<file path="config.mk">
export PLATFORM = sky130hd
export DESIGN_NAME = motoro3_step_sequencer
export DESIGN_NICKNAME = d
export VERILOG_FILES = /design/src/rtl/motoro3_pkg.sv /design/src/rtl/motoro3_step_counter.sv /design/src/rtl/motoro3_step_sequencer.sv
export SDC_FILE = /design/constraint.sdc
export NUM_CORES = 1
export LEC_CHECK = 0
export CAP_MARGIN = 20
export CORE_MARGIN = 2
export CORE_UTILIZATION = 40
export CTS_CLUSTER_DIAMETER = 200
export DETAILED_ROUTE_END_ITERATION = 8
export GPL_TIMING_DRIVEN = 1
export SLEW_MARGIN = 25
export SYNTH_ARGS = -nofsm -noshare
export SYNTH_HDL_FRONTEND = slang
export SYNTH_SLANG_ARGS = --single-unit
</file>
<file path="constraint.sdc">
create_clock -name clk -period 9.6 [get_ports clk]
set_input_delay 1.92 -clock clk [delete_from_list [all_inputs] [get_ports clk]]
set_output_delay 1.92 -clock clk [all_outputs]
set_load 0.005 [all_outputs]
</file>
<file path="src/rtl/motoro3_pkg.sv">
// Shared motoro3 types and constants: drive state, step geometry and step-length clamp.
package motoro3_pkg;

    localparam int STEP_NUM = 12;
    localparam int CNT_W    = 25;

    localparam logic [CNT_W-1:0] MIN_LEN = CNT_W'(4);

    localparam logic [3:0] STEP_LAST   = 4'd11;
    localparam logic [3:0] STEP_B_PULL = 4'd6;
    localparam logic [3:0] STEP_C_PULL = 4'd11;

    typedef enum logic [1:0] {
        IDLE,
        RUN,
        STOPPING
    } m3State_t;

    // Clamp keeps First2/First1/Last2/Last1 on distinct counter values.
    function automatic logic [CNT_W-1:0] clampLen(input logic [CNT_W-1:0] len);
        return (len < MIN_LEN) ? MIN_LEN : len;
    endfunction

endpackage

</file>
<file path="src/rtl/motoro3_step_counter.sv">
// Per-step down-counter with clamped length reload and first/last-cycle strobe decode.
module motoro3_step_counter
    import motoro3_pkg::*;
(
    input  logic             clk,
    input  logic             rst,
    input  logic             active,
    input  logic             load,
    input  logic             clear,
    input  logic [CNT_W-1:0] stepLen,
    output logic [CNT_W-1:0] m3cnt,
    output logic             cntFirst2,
    output logic             cntFirst1,
    output logic             cntLast2,
    output logic             cntLast1
);

    logic [CNT_W-1:0] lenReg;
    logic [CNT_W-1:0] lenNext;

    assign lenNext = clampLen(stepLen);

    always_ff @(posedge clk) begin
        if (rst) begin
            m3cnt  <= '0;
            lenReg <= MIN_LEN;
        end else if (clear) begin
            m3cnt <= '0;
        end else if (load || (active && (m3cnt == '0))) begin
            lenReg <= lenNext;
            m3cnt  <= lenNext - CNT_W'(1);
        end else if (active) begin
            m3cnt <= m3cnt - CNT_W'(1);
        end
    end

    always_comb begin
        cntFirst2 = active && (m3cnt == lenReg - CNT_W'(1));
        cntFirst1 = active && (m3cnt == lenReg - CNT_W'(2));
        cntLast2  = active && (m3cnt == CNT_W'(1));
        cntLast1  = active && (m3cnt == '0);
    end

endmodule

</file>
<file path="src/rtl/motoro3_step_sequencer.sv">
// Commutation step sequencer: 12-step rotation timing plus start / graceful-stop / abort control.
module motoro3_step_sequencer
    import motoro3_pkg::*;
(
    input  logic             clk,
    input  logic             rst,
    input  logic [CNT_W-1:0] m3r_stepLen,
    input  logic             startReq,
    input  logic             stopReq,
    input  logic             abortReq,
    output logic [3:0]       sgStep,
    output logic [CNT_W-1:0] m3cnt,
    output logic             m3cntFirst2,
    output logic             m3cntFirst1,
    output logic             m3cntLast2,
    output logic             m3cntLast1,
    output logic             pwmActive1,
    output logic             pwmLastStep1,
    output logic [15:0]      rotCnt,
    output logic             stopDone
);

    m3State_t state, nextState;
    logic     stopPending;
    logic     active;
    logic     startLoad;
    logic     toIdle;
    logic     lastStep;

    assign active    = (state != IDLE);
    assign startLoad = (state == IDLE) && (nextState == RUN);
    assign toIdle    = active && (nextState == IDLE);
    assign lastStep  = (sgStep == STEP_LAST);

    motoro3_step_counter uCounter (
        .clk       (clk),
        .rst       (rst),
        .active    (active),
        .load      (startLoad),
        .clear     (toIdle),
        .stepLen   (m3r_stepLen),
        .m3cnt     (m3cnt),
        .cntFirst2 (m3cntFirst2),
        .cntFirst1 (m3cntFirst1),
        .cntLast2  (m3cntLast2),
        .cntLast1  (m3cntLast1)
    );

    always_ff @(posedge clk) begin
        if (rst) begin
            state <= IDLE;
        end else begin
            state <= nextState;
        end
    end

    // A stop seen during step 11 stays pending in RUN until that rotation wraps.
    always_comb begin
        nextState = state;
        unique case (state)
            IDLE: begin
                if (startReq && !stopReq && !abortReq) nextState = RUN;
            end
            RUN: begin
                if (abortReq) nextState = IDLE;
                else if (stopReq && !lastStep) nextState = STOPPING;
                else if (stopPending && m3cntLast1 && lastStep) nextState = STOPPING;
            end
            STOPPING: begin
                if (abortReq) nextState = IDLE;
                else if (m3cntLast1 && lastStep) nextState = IDLE;
            end
            default: nextState = IDLE;
        endcase
    end

    always_comb begin
        pwmActive1   = active;
        pwmLastStep1 = (state == STOPPING) && lastStep;
    end

    always_ff @(posedge clk) begin
        if (rst) begin
            sgStep      <= '0;
            rotCnt      <= '0;
            stopDone    <= 1'b0;
            stopPending <= 1'b0;
        end else begin
            stopDone    <= toIdle;
            stopPending <= (nextState == RUN) &&
                           (stopPending || ((state == RUN) && stopReq && lastStep));
            if (toIdle || startLoad) begin
                sgStep <= '0;
            end else if (m3cntLast1) begin
                sgStep <= (sgStep == 4'(STEP_NUM - 1)) ? '0 : sgStep + 4'd1;
            end
            if (m3cntLast1 && lastStep && !abortReq) begin
                rotCnt <= rotCnt + 16'd1;
            end
        end
    end

endmodule

</file>
=== After elaboration in Yosys (flattened, before gate mapping) ===
Cells that the tools add are included.

* Bits in registers: 74
* Word-level logic and storage cells: 64

* Add/subtract/negate cells: 6
* Magnitude comparators: 1
* Equality and inequality tests: 7
* Multiplexer cells: 11
* Bitwise gates (word level): 1
* Reductions and logical operators: 31

{| class="wikitable"
|+ Operators by type and width
! kind !! number
|-
| $mux W25 || 3
|-
| $sub A25 B1 Y25 const B || 3
|-
| $eq A25 B25 Y1 || 2
|-
| $eq A25 B1 Y1 const B || 1
|-
| $logic_not A25 Y1 || 1
|-
| $lt A25 B3 Y1 const B || 1
|-
| $sub A25 B2 Y25 const B || 1
|-
| $logic_and A1 B1 Y1 || 17
|-
| $add A16 B1 Y16 const B || 1
|-
| $mux W2 || 6
|-
| $pmux W2 S3 || 1
|-
| $add A4 B1 Y4 const B || 1
|-
| $eq A2 B1 Y1 const B || 2
|-
| $eq A4 B4 Y1 const B || 1
|-
| $logic_not A2 Y1 || 2
|-
| $mux W4 || 1
|-
| $reduce_bool A2 Y1 || 2
|-
| $reduce_or A2 Y1 || 2
|-
| $logic_not A1 Y1 || 3
|-
| $logic_or A1 B1 Y1 || 3
|-
| $eq A2 B2 Y1 const B || 1
|-
| $reduce_and A2 Y1 || 1
|-
| $not A1 Y1 || 1
|}

=== Logic depth before layout (Yosys ltp) ===
* Depth in word-level cells: 12
* Mapped depth: 12
* Gate-level depth less buffers: 9

=== By module ===
Synthesis repeated with hierarchy kept, for this count alone.

* Cell total of the unflattened synthesis: 696
* Area total of the unflattened synthesis: 5328.9 um^2

{| class="wikitable"
|+ Modules (own cells, without submodules)
! module !! instances !! cells an instance !! area each (um^2) !! sequential area each (um^2)
|-
| motoro3_step_counter || 1 || 558 || 4147.7 || 1001.0
|-
| motoro3_step_sequencer || 1 || 138 || 1181.1 || 480.5
|}

=== Least setup slack after synthesis ===
OpenSTA, ideal clock, no wires.

* Path type: register to output
* Start point: register uCounter.lenReg[7]
* End point: output port m3cntFirst1
* Data arrival time: 2.650 ns
* Data required time: 7.680 ns
* Setup slack: 5.030 ns
* Stages on the path, launching flop included: 9
* Path through: dfxtp_1 buf_2 or4_1 clkbuf_1 or4_1 xnor2_1 or4_1 nor4_1 and4bb_1

* Word-level cells in the longest chain between the ends: 3

{| class="wikitable"
|+ Ends and longest elaborated chain
! what !! line !! source
|-
| start, declared || motoro3_step_counter.sv:18 || <nowiki>logic [CNT_W-1:0] lenReg;</nowiki>
|-
| start signal, assigned || motoro3_step_counter.sv:30 || <nowiki>lenReg <= lenNext;</nowiki>
|-
| $sub A25 B2 Y25 || motoro3_step_counter.sv:39 || <nowiki>cntFirst1 = active && (m3cnt == lenReg - CNT_W'(2));</nowiki>
|-
| $eq A25 B25 Y1 || motoro3_step_counter.sv:39 ||
|-
| $logic_and A1 B1 Y1 || motoro3_step_counter.sv:39 ||
|-
| end, declared || motoro3_step_sequencer.sv:14 || <nowiki>output logic m3cntFirst1,</nowiki>
|}

No other way between the ends.

=== Worst setup path in the final report ===
* Start point: register uCounter.lenReg[0]
* End point: output port m3cntFirst2

* Word-level cells in the longest chain between the ends: 3

{| class="wikitable"
|+ Ends and longest elaborated chain
! what !! line !! source
|-
| $sub A25 B1 Y25 || motoro3_step_counter.sv:38 || <nowiki>cntFirst2 = active && (m3cnt == lenReg - CNT_W'(1));</nowiki>
|-
| $eq A25 B25 Y1 || motoro3_step_counter.sv:38 ||
|-
| $logic_and A1 B1 Y1 || motoro3_step_counter.sv:38 ||
|-
| end, declared || motoro3_step_sequencer.sv:13 || <nowiki>output logic m3cntFirst2,</nowiki>
|}

No other way between the ends.

==> metrics.yaml <==
wl_per_cell_um: 18.3
via_count: 5603
hold_viol: 0
min_path_type: "reg2reg"
power.leakage_nw: 2.23
cts_resized: 0
globalplace.congestion: 0.918
dieArea_um2: 14800
ant_nets: 0
mostFrequentLayoutCell: "nand2_1"
rows: 43
drv_cap: 0
ys_ff_latch: 74
finalSetupViolCount: 0
grt_overflow: 0
syn_nets: 782
synth_xor_area_share_pct: 14.7
drv_slew: 0
synth_top_flop_cell: "dfxtp_1"
instances_no_fill: 970
place_area_um2: 6350
die_h_um: 122
track_usage_pct: 24.1
worstPathRequired_ps: 7680
clk_pin_slew_ps: 60
cts_root_buf: "clkbuf_16"
die-width_um: 122
worstPathArrival_ps: 3820
seq_area_frac_synth_pct: 26.7
setup_tns_ps: 0
port_buffers: 81
relSlewSlack_pct: 35.8
finClkSkew_ps: 9.55
cts_tree: "yes"
syn_area_um2: 5560
dp.cells: 954
cts.htree.levels: 3
io_pins: 82
routed_wl_um: 17800
dr.pass1.iters: 6
clock.fmax_mhz: 174
core_um2: 13700
synth_fa_ha_area_share_pct: 1.80
synth-edff-count: 0
yosysUniqueCellTypes: 65
post_cts_buffers: 0
viasPerCell: 5.78
dp_hpwl_um: 13800
start_util_pct: 40.5
path_class: "reg2out"
synthTopCellsByArea: "dfxtp_1, xnor2_1, xor2_1, nand2_1, nor2_1"
synthMuxAreaShare_pct: 0.923
drc: 0
antenna_found_initial: 0
status: "finished clean"
synth_compound_area_share_pct: 18.1
crit_fanout: 8
tightest_slew_ps: 959
final_cell_mix: "nand2_1, clkdlybuf4s50_1, dfxtp_1, nor2_1, xnor2_1"
grt_max_degree: 47
ir_drop_mv: 0.110
clockBufferDepth: 2
synthSimpleGateAreaFrac_pct: 32.4
yosys_warnings: 0
n_antenna_cell: 0
area_growth_pct: 19.6
finalCritPeriodShare_pct: 59.8
synthArstFlopShare_pct: 0
startpoint_type: "flip-flop"
drt-initial-drc-count: 559
postSynthCellCount: 744
rsz0062_at_grt: "no"
power.density_nw_per_um2: 136
drive_gt1_share_pct: 6.46
synth_top_cell_area_share_pct: 26.7
yosysTopAreaCell: "dfxtp_1"
avgSynthCellArea_um2: 7.47
cts_made_buffers: 9
clock_latency_ps: 340
fin_area_um2: 6650
worstSetupEndpointType: "output pin"
grt_pass1_wl_um: 28000
fin_crit_ps: 5740
final_nets: 823
synth_top_family_by_area: "simple AND/OR/NAND/NOR gates"
grt_pass1_vias: 5348
clock-sinks: 74
timing.reg2reg.setup_slack_ps: 5950
ctsHoldBuffers: 0
==> synth_stat cells, drive strengths merged (3+ instances only) <==
library cell	number
a211oi	11
a21oi	58
o31ai	3
nand4b	4
dfxtp	74
or4	14
nor2b	8
clkbuf	41
nor4	27
a31oi	12
o21ai	45
mux2i	4
nor3b	5
nand2	88
nand4	11
or4b	3
nor4b	6
nand2b	8
a311oi	3
nor3	26
or3	17
nand3b	6
xor2	41
xnor2	52
ha	8
inv	18
nand3	27
a21o	3
nor2	66
and3	4
o211ai	3
buf	10
and2	11
==> critical path: stages (launching register included) <==
cell and delay (ps):
dfxtp_1 390, inv_1 110, ha_1 220, or3b_2 520, nor4_1 650, nand2_1 140
xnor2_1 160, nor4_1 280, nand4_1 130, nor4_1 340, clkdlybuf4s50_1 560
==> power by group <==
group	internal [mW]	switching (mW)
clock	0.201	0.135
sequential	0.320	0.0342
combinational	0.0943	0.118
total	0.615	0.287
==> stage by stage <==
stage	utilization [%]	setup slack, ps	total power [mW]	hold slack, ps
after floorplan	-	5030	0.493	450
after global placement	46.3	4300	0.568	459
after detailed placement	46.3	4240	0.570	464
after CTS	48.4	3880	0.905	472
after global routing	48.4	3610	0.943	521
final	48.4	3860	0.902	475
==> worst paths after layout <==
check	to	start	cells past startpoint
worst max register to register	uCounter.lenReg[9]	uCounter.m3cnt[3]	7
worst min register to register	uCounter.lenReg[24]	uCounter.lenReg[24]	2
worst max-delay path	m3cntFirst2	uCounter.lenReg[0]	10
worst min-delay path	uCounter.lenReg[24]	uCounter.lenReg[24]	2
==> registers in the layout, summed over array words and instances (netlist names) <==
name	flops
rotCnt	16
sgStep	4
state	2
stopDone	1
stopPending	1
uCounter.lenReg	25
uCounter.m3cnt	25
==> cell type report <==
type | count | area, um^2
clock buffers | 9 | 225
inverters | 18 | 67.6
fillers | 1370 | 7070
flip-flops and latches | 74 | 1480
clock inverters | 7 | 70.1
repair buffers | 81 | 808
well taps | 180 | 225
multi-input cells | 601 | 3770
==> per-layer routing <==
| layer | track usage [%] | part of all wire (%) | up-vias |
|---|---|---|---|
| li1 | - | - | 2754 |
| met1 | 31.6 | 44 | 2627 |
| met2 | 39.5 | 47 | 181 |
| met3 | 3.28 | 5.4 | 41 |
| met4 | 10.7 | 3.2 | 0 |
| met5 | 0 | 0 | - |
==> cells by family (layout without fill, tap and decap cells) <==
kind of cell	after synthesis	in the layout
XOR/XNOR	93	93
flip-flops	74	74
AND/OR/NAND/NOR	338	338
buffers and inverters	69	115
multiplexers	5	5
AO/OA/AOI/OAI	157	157
adder cells (fa/ha/maj)	8	8
No activity file was read; power rests on OpenSTA's default activity.
